## config.mk

```make
export PLATFORM = sky130hd
export DESIGN_NAME = reg_to_obi_bridge
export DESIGN_NICKNAME = d
export VERILOG_FILES = /design/src/rtl/reg_to_obi_bridge.sv
export SDC_FILE = /design/constraint.sdc
export NUM_CORES = 1
export LEC_CHECK = 0
export ABC_AREA = 1
export CORE_UTILIZATION = 31
export CTS_CLUSTER_DIAMETER = 200
export CTS_CLUSTER_SIZE = 8
export DETAILED_ROUTE_END_ITERATION = 12
export DONT_BUFFER_PORTS = 1
export PLACE_DENSITY = 0.55
export SLEW_MARGIN = 5
export SYNTH_ARGS = -nofsm -noshare
export SYNTH_HDL_FRONTEND = slang
export SYNTH_SLANG_ARGS = --single-unit
```

## constraint.sdc

```tcl
create_clock -name clk_i -period 2.15 [get_ports clk_i]
set_clock_uncertainty 0.2 [all_clocks]
set_input_delay 0.215 -clock clk_i [delete_from_list [all_inputs] [get_ports clk_i]]
set_output_delay 0.215 -clock clk_i [all_outputs]
set_load 0.1 [all_outputs]
```

## src/rtl/reg_to_obi_bridge.sv

```systemverilog
// reg_to_obi_bridge
//   Register-bus responder that replays each accepted reg-bus transfer as a
//   single OBI initiator transaction. Only one transaction is in flight at a
//   time, and every OBI and reg-bus response output comes from a register.
//
// Ports
//   clk_i, rst_ni            clock, asynchronous active-low reset
//   reg_valid_i/reg_write_i  reg-bus request (fields held stable until ready)
//   reg_addr_i/wdata/wstrb   reg-bus request address, write data, strobes
//   reg_ready_o              one-cycle completion pulse
//   reg_rdata_o/reg_error_o  response data and error flag, valid with ready
//   obi_req_o/obi_gnt_i      OBI address-phase handshake
//   obi_addr_o/we/be/wdata   OBI address-phase fields (word-aligned address)
//   obi_rvalid_i/obi_rdata_i OBI response phase
//
// Optional feature (macro REG_TO_OBI_BRIDGE_TIMEOUT_EN):
//   A response timeout of TIMEOUT_CYCLES RESP cycles forces an error
//   completion with ERR_RDATA. The late response that is still owed by the
//   fabric is then absorbed in IDLE or in a DRAIN state before the next
//   request goes out. Without the macro RESP waits indefinitely and
//   reg_error_o is constant 0.
module reg_to_obi_bridge #(
  parameter int unsigned TIMEOUT_CYCLES = 1024,
  parameter logic [31:0] ERR_RDATA      = 32'hBADCAB1E
) (
  input  logic        clk_i,
  input  logic        rst_ni,
  input  logic        reg_valid_i,
  input  logic        reg_write_i,
  input  logic [31:0] reg_addr_i,
  input  logic [31:0] reg_wdata_i,
  input  logic [3:0]  reg_wstrb_i,
  output logic        reg_ready_o,
  output logic [31:0] reg_rdata_o,
  output logic        reg_error_o,
  output logic        obi_req_o,
  input  logic        obi_gnt_i,
  output logic [31:0] obi_addr_o,
  output logic        obi_we_o,
  output logic [3:0]  obi_be_o,
  output logic [31:0] obi_wdata_o,
  input  logic        obi_rvalid_i,
  input  logic [31:0] obi_rdata_i
);

  localparam logic [2:0] IDLE  = 3'd0;
  localparam logic [2:0] REQ   = 3'd1;
  localparam logic [2:0] RESP  = 3'd2;
  localparam logic [2:0] DONE  = 3'd3;
  localparam logic [2:0] DRAIN = 3'd4;

  if (TIMEOUT_CYCLES < 1) begin : g_bad_timeout
    $error("TIMEOUT_CYCLES must be at least 1");
  end

  logic [2:0] state;

`ifdef REG_TO_OBI_BRIDGE_TIMEOUT_EN
  localparam int unsigned CNT_W = $clog2(TIMEOUT_CYCLES + 1);
  localparam logic [CNT_W-1:0] CNT_LAST = CNT_W'(TIMEOUT_CYCLES - 1);

  logic [CNT_W-1:0] cnt;
  // Set after a timeout: the fabric still owes one rvalid for the abandoned
  // transaction, and it must be swallowed before a new request is issued.
  logic             drop_pending;
  logic             reg_error_q;

  assign reg_error_o = reg_error_q;
`else
  assign reg_error_o = 1'b0;
`endif

  always_ff @(posedge clk_i or negedge rst_ni) begin
    if (!rst_ni) begin
      state        <= IDLE;
      reg_ready_o  <= 1'b0;
      reg_rdata_o  <= '0;
      obi_req_o    <= 1'b0;
      obi_addr_o   <= '0;
      obi_we_o     <= 1'b0;
      obi_be_o     <= '0;
      obi_wdata_o  <= '0;
`ifdef REG_TO_OBI_BRIDGE_TIMEOUT_EN
      cnt          <= '0;
      drop_pending <= 1'b0;
      reg_error_q  <= 1'b0;
`endif
    end else begin
      reg_ready_o <= 1'b0;
      case (state)
        IDLE: begin
`ifdef REG_TO_OBI_BRIDGE_TIMEOUT_EN
          // A late response for a timed-out transaction is discarded here.
          if (obi_rvalid_i) drop_pending <= 1'b0;
`endif
          if (reg_valid_i) begin
            if (reg_write_i && reg_wstrb_i == 4'h0) begin
              // Nothing to write: complete locally without OBI traffic.
              reg_rdata_o <= '0;
              reg_ready_o <= 1'b1;
              state       <= DONE;
`ifdef REG_TO_OBI_BRIDGE_TIMEOUT_EN
              reg_error_q <= 1'b0;
`endif
            end else begin
              obi_addr_o  <= {reg_addr_i[31:2], 2'b00};
              obi_we_o    <= reg_write_i;
              obi_be_o    <= reg_write_i ? reg_wstrb_i : 4'hF;
              obi_wdata_o <= reg_wdata_i;
`ifdef REG_TO_OBI_BRIDGE_TIMEOUT_EN
              if (drop_pending && !obi_rvalid_i) begin
                state <= DRAIN;
              end else begin
                obi_req_o <= 1'b1;
                state     <= REQ;
              end
`else
              obi_req_o <= 1'b1;
              state     <= REQ;
`endif
            end
          end
        end
        REQ: begin
          // Address phase held until granted; an rvalid here is ignored.
          if (obi_gnt_i) begin
            obi_req_o <= 1'b0;
            state     <= RESP;
`ifdef REG_TO_OBI_BRIDGE_TIMEOUT_EN
            cnt       <= '0;
`endif
          end
        end
        RESP: begin
          if (obi_rvalid_i) begin
            reg_rdata_o <= obi_we_o ? 32'h0 : obi_rdata_i;
            reg_ready_o <= 1'b1;
            state       <= DONE;
`ifdef REG_TO_OBI_BRIDGE_TIMEOUT_EN
            reg_error_q <= 1'b0;
          end else if (cnt == CNT_LAST) begin
            reg_rdata_o  <= ERR_RDATA;
            reg_error_q  <= 1'b1;
            reg_ready_o  <= 1'b1;
            drop_pending <= 1'b1;
            state        <= DONE;
          end else begin
            cnt <= cnt + 1'b1;
`endif
          end
        end
        DONE: begin
          // reg_valid_i here still belongs to the finishing transfer.
          state <= IDLE;
        end
`ifdef REG_TO_OBI_BRIDGE_TIMEOUT_EN
        DRAIN: begin
          if (obi_rvalid_i) begin
            drop_pending <= 1'b0;
            obi_req_o    <= 1'b1;
            state        <= REQ;
          end
        end
`endif
        default: begin
          obi_req_o <= 1'b0;
          state     <= IDLE;
        end
      endcase
    end
  end

endmodule

```

==> summary.md, run 1 <==
| Metric | Value |
|---|---|
| CTS tree | built |
| Status | finished with violations |
| Period minus WS final | 2.05 ns |
| Area contributors post-synth | dfrtp_1 (54%), nand2_1 (16%), nand4_1 (8.8%) |
| Avg WL per Cell | 15.6 um |
| Area grow syn2layout | 54.6% |
| Top Ports | 210 |
| Post-detail-place hpwl | 8070 um |
| CTS clk-pin slew, worst paths | 0.07 ns |
| Max-Cap Viols | 0 |
| Synth unique cells | 26 |
| Area share of the largest cell type after synthesis | 54.1% |
| # H-tree levels | 3 |
| Layout cells sized above 1 | 20.3% |
| Core Area | 0.0148 mm^2 |
| DRC | 0 |
| Fmax | 488 MHz |
| Final-report hold violation count | between 100 and 150 |
| DR pass1 iterations | 5 |
| Ant. Diodes | 0 |
| Sequential area share after synthesis | 54.1% |
| Later-pin clock latency in the skew report | 0.34 ns |
| Remaining antenna violation count | 0 |
| Synth cell count leaders | nand2_1 (207), dfrtp_1 (103), nand4_1 (67) |
| Slew margin rel. | a little over 60% |
| Die Ht | 126 um |
| CP Class | reg2reg |
| R2r startpoint | state[0] |
| Vias in the first global route | 4823 |
| Mapped Cells | 558 |
| Number of flops mapped to enable cells by yosys | 0 |
| CTS sink cnt | roughly 100 |
| Critical path arrival | about 2.1 ns |
| First-pass GRT wire length | 23700 um |
| Ys async rst share | 100% |
| Placer congestion estimate | ~0.77 |
| CP max FO | 29 |
| Largest net degree at the start of global routing | 104 |
| Failing checks | negative hold slack |
| # setup viols final | 0 |
| DR iter-0 viols | 196 |
| Reg2Reg Depth | 6 |
| Critical path required time | 2.24 ns |
| R2R Setup Slk | 0.10 ns |
| Worst path slowest cell | dlygate4sd3_1 |
| Post-Syn Area per Cell | 8.54 um^2 |
| Worst reg2reg endpoint | obi_wdata_o[8] |
| Vias | between 4000 and 5000 |
| Layout net count | 893 |
| Placed cell count | 807 |
| Global route overflow | 0 |
| Most frequent cell after synthesis | nand2_1 |
| Post-Route Utilization | 49.9% |
| Via/cell ratio | just under 5 |
| Final Non-Filler Cells | 972 |
| Total routed wirelength | about 15000 um |
| Top FF cell, synth | dfrtp_1 |
| Post-Syn Area | 0.00477 mm^2 |
| Die area | 0.0159 mm^2 |
| CP endpoint kind | flop |
| CP Launch Type | flop |
| Final hold slack | -0.643 ns |
| TNS Setup | 0 ns |
| Hold_buf cts | 147 |
| RSZ-0062 raised after global routing | no |
| Chip width | roughly 130 um |
| Starting Density | around 32% |
| Initial antenna violation count | 0 |
| CTS Buffer Depth | 2 |
| CP max stage delay | 0.62 ns |
| Clock Tree Root | clkbuf_16 |
| Synth area leader | dfrtp_1 |
| Yosys synthesis warning count | 0 |
| Worst Hold Class | in2async |
| Fin crit share | 95.3% |
| All-layer global routing usage | 19.0% |
| #FFs+latches synth | 103 |
| Final Max Tran Viols | 0 |
| Row cnt | between 40 and 50 |
| Worst-path cell chain | inv_2 > ha_4 > buf_12 > nand4_1 > dlygate4sd3_1 > nand2_1 |
| Port Buffers | 0 |
| Inserted Clock Buffers | 9 |
| Least-Margin Pin Slew | 0.566 ns |
==> state kept, by name, summed over array words and instances, names as in the netlist <==
signal	cells
obi_addr_o	30
obi_be_o	4
obi_req_o	1
obi_wdata_o	32
obi_we_o	1
reg_rdata_o	32
reg_ready_o	1
state	2
==> layer usage <==
layer / GRT usage (%) / up-vias / share of wire, %
met5: 0 / - / 0
met4: 8.29 / 0 / 2.2
met3: 5.82 / 22 / 8.4
met2: 32.0 / 198 / 49
met1: 22.3 / 2280 / 40
li1: - / 2232 / -
==> cell families after synthesis <==
family | after synthesis | share of synthesized area, %
flops | 103 | 54.1
compound gates | 4 | 0.499
buf+inv | 88 | 9.87
other cells | 1 | 0.0787
simple gates | 358 | 34.4
fa+ha+maj | 4 | 1.05
==> how the worst max path moves through the flow <==
stage | startpoint | slack [ns] | cells after the start | endpoint
3_3_place_gp | state[0] | 0.36 | 7 | reg_rdata_o[11]
2_1_floorplan | obi_we_o | 0.30 | 6 | reg_rdata_o[11]
4_1_cts | state[0] | 0.03 | 6 | obi_wdata_o[0]
5_1_grt | state[1] | 0.03 | 6 | obi_wdata_o[20]
3_5_place_dp | state[0] | 0.29 | 7 | reg_rdata_o[8]
6_report | state[0] | 0.10 | 6 | obi_wdata_o[8]
==> worst max-delay path: cells and delay by family (launching register included) <==
family	cells	cell delay [ns]
DFF	1	0.43
and+or+nand+nor	2	0.20
buffers and inverters	3	0.93
adders and majority gates	1	0.21
==> timing repair <==
action                                  4_1_cts  5_1_grt
resized for setup                             0        3
endpoints found under the setup margin        0       40
endpoints found under the hold margin       205      103
setup buffers                                 0        1
==> placed cells by master (no fill, tap or decap), drive strengths merged <==
cell type	Yosys	routed
o21ai	1	1
ha	4	4
bufinv	0	1
buf	40	111
clkinvlp	0	1
dlygate4sd3	0	146
dfrtp	103	103
o211ai	1	1
nor2	39	39
conb	1	3
nor3	1	1
o22ai	1	1
a21oi	1	1
or2	5	5
nand4	67	67
clkinv	0	3
clkbuf	6	11
inv	42	43
nand3	35	35
nand2	211	211
==> layout make-up <==
type                            count  area (um^2)
Clock inverter                      6         68.8
Timing Repair Buffer              258         2360
Sequential cell                   103         2580
Inverter                           42          158
Clock buffer                       10          239
Fill cell                        1321         7380
Tap cell                          184          230
Multi-Input combinational cell    369         1740
==> stage by stage <==
stage	hold slack, ns	area (um^2)	setup WS, ns
3_5_place_dp	-0.279	5540	0.289
2_1_floorplan	-0.281	4770	0.302
5_1_grt	-0.665	7370	0.0283
3_3_place_gp	-0.278	5540	0.358
4_1_cts	-0.664	7330	0.0309
6_report	-0.643	7370	0.102
Power of run 1 is left out: the tool's default activity adds up to more than one toggle a clock period on the data nets, which glitch-free logic cannot reach.
==> inputs of run 2 (changes only) <==
--- a/config.mk
+++ b/config.mk
@@ -12,6 +12,8 @@
 export DETAILED_ROUTE_END_ITERATION = 12
 export DONT_BUFFER_PORTS = 1
 export PLACE_DENSITY = 0.55
+export REMOVE_ABC_BUFFERS = 1
+export SETUP_SLACK_MARGIN = 0.2
 export SLEW_MARGIN = 5
 export SYNTH_ARGS = -nofsm -noshare
 export SYNTH_HDL_FRONTEND = slang
==> run 2 against run 1 <==
- the run still ends with negative hold slack left
- sequential share of layout area grew 2.5 points
- cell area shrank 6.6%
- fmax grew 10%
- first-iteration DRC count shrank 24%
- largest cell class unchanged
- worst setup slack gained 0.19 ns
- non-clock buffer count shrank 47
- routed wire length shrank 8.0%
- flip-flop and latch count is the same
- die area is the same
==> summary.md, run 2 (same netlist as run 1, synthesis figures left out) <==
| Metric | Value |
|---|---|
| Status | finished with violations |
| Failing checks | negative hold slack |
| Avg WL per Cell | 15.1 um (-3.3%) |
| Fin crit share | 86.5% (-8.8 points) |
| Fmax | 538 MHz (+10%) |
| Core Area | 0.0148 mm^2 (unchanged) |
| Vias in the first global route | 4469 (-7.3%) |
| Worst-path cell chain | inv_1 > ha_2 > nor2_1 > nor2_4 > buf_12 > nand3_1 > nand2_1 |
| Vias | 4364 (-7.8%) |
| Row cnt | 44 (unchanged) |
| Period minus WS final | 1.86 ns (-0.189 ns) |
| Layout cells sized above 1 | 21.2% (+0.88 points) |
| CTS sink cnt | 103 (unchanged) |
| Global route overflow | 0 (unchanged) |
| Die Ht | 126 um (unchanged) |
| Most frequent cells in the layout | nand2_1 (207), buf_4 (106), dfrtp_1 (103) |
| Layout net count | 846 (-5.3%) |
| CTS clk-pin slew, worst paths | 0.08 ns (about the same) |
| Largest regs | obi_wdata_o x32, reg_rdata_o x32, obi_addr_o x30 |
| Ant. Diodes | 0 (unchanged) |
| CP Class | reg2reg |
| Later-pin clock latency in the skew report | 0.34 ns (about the same) |
| Slew margin rel. | 63.8% (+1.6 points) |
| Area of the multi-input gates | 0.00174 mm^2 (about the same) |
| Final hold slack | -0.645 ns (-0.00279 ns) |
| DR iter-0 viols | 148 (-24%) |
| DRC | 0 (unchanged) |
| CP endpoint kind | flop |
| # H-tree levels | 3 (unchanged) |
| Max-Cap Viols | 0 (unchanged) |
| Critical path arrival | 1.94 ns (-0.19 ns) |
| Worst Hold Class | in2async |
| Clock Tree Root | clkbuf_16 |
| Least-Margin Pin Slew | 0.543 ns (-0.0233 ns) |
| Inserted Clock Buffers | 9 (unchanged) |
| Reg2Reg Depth | 7 (+1) |
| First-pass GRT wire length | 22200 um (-6.3%) |
| Initial antenna violation count | 0 (unchanged) |
| R2r startpoint | state[0] |
| Final-report hold violation count | 103 (unchanged) |
| CP max FO | 32 (+10%) |
| RSZ-0062 raised after global routing | yes |
| Top Ports | 210 (unchanged) |
| Most common cell after layout, fill and taps aside | nand2_1 |
| # setup viols final | 0 (unchanged) |
| Starting Density | 32.3% (unchanged) |
| Worst path slowest cell | dfrtp_1 |
| TNS Setup | 0 ns (unchanged) |
| CTS Buffer Depth | 2 (unchanged) |
| Area grow syn2layout | 44.3% |
| Port Buffers | 0 (unchanged) |
| Critical path required time | 2.23 ns (about the same) |
| R2R Setup Slk | 0.29 ns (+0.19 ns) |
| Via/cell ratio | 4.72 (-3.1%) |
| Remaining antenna violation count | 0 (unchanged) |
| Largest net degree at the start of global routing | 104 (unchanged) |
| Worst reg2reg endpoint | reg_rdata_o[26] |
| Chip width | 126 um (unchanged) |
| CP max stage delay | 0.41 ns (-0.21 ns) |
| Post-detail-place hpwl | 8220 um (+1.9%) |
| Total routed wirelength | 14000 um (-8.0%) |
| CP Launch Type | flop |
| FF+latch area | 0.00258 mm^2 (unchanged) |
| Layout filler cell count | 1346 (+1.9%) |
| Dpl cell area | 0.00555 mm^2 (+0.14%) |
| Hold_buf cts | 101 (-31%) |
| Placer congestion estimate | 0.765 (-0.61%) |
| Final Max Tran Viols | 0 (unchanged) |
| Post-CTS Setup Bufs | 0 (unchanged) |
| All-layer global routing usage | 17.8% (-1.2 points) |
| Final instance area | 0.00688 mm^2 (-6.6%) |
| DR pass1 iterations | 6 (+1) |
| CTS tree | built |
| Die area | 0.0159 mm^2 (unchanged) |
-- run 2: metrics by stage --
stage	hold WS, ns	setup slack [ns]	instances	util, %
2_1_floorplan	-0.281	-1.45	514	-
3_5_place_dp	-0.278	0.316	808	37.6
4_1_cts	-0.666	0.298	925	46.5
5_1_grt	-0.672	0.182	925	46.6
6_report	-0.645	0.291	925	46.6
3_3_place_gp	-0.278	0.360	808	37.6
-- run 2: final cells by class --
class,instances,area share (%)
sequential,103,37.5
timing repair buffer,211,27.4
multi-input combinational,369,25.3
clock buffer,10,3.47
tap,184,3.35
inverter,42,2.29
clock inverter,6,0.746
-- run 2: routing by layer --
metal  vias up  global-route usage, %  routed length, um
li1       2132                      -                  -
met1      2012                   21.0               5790
met2       201                   29.4               6500
met3        19                   6.37               1400
met4         0                   6.87                258
met5         -                      0                  0
-- run 2: what timing repair did --
action,in CTS,in global routing
resized for setup,0,3
hold endpoints to repair,204,103
setup endpoints to repair,0,49
-- run 2: how the worst max path moves through the flow --
stage                                  to  slack (ns)  cells after the start     start
after floorplan            obi_addr_o[10]       -1.45                      5  state[0]
after global placement    reg_rdata_o[30]        0.36                      8  state[0]
after detailed placement  reg_rdata_o[25]        0.32                      7  state[0]
after CTS                 reg_rdata_o[22]        0.30                      8  state[0]
after global routing      reg_rdata_o[25]        0.18                      8  state[0]
final                     reg_rdata_o[26]        0.29                      7  state[0]
-- run 2: worst max-delay path, delay by kind of cell, from the launching register on --
family                   cells  cell delay (ns)
flip-flops                   1             0.41
buffers and inverters        2             0.32
adder cells (fa/ha/maj)      1             0.29
AND/OR/NAND/NOR              4             0.55
Power of run 2 is left out for the same reason.
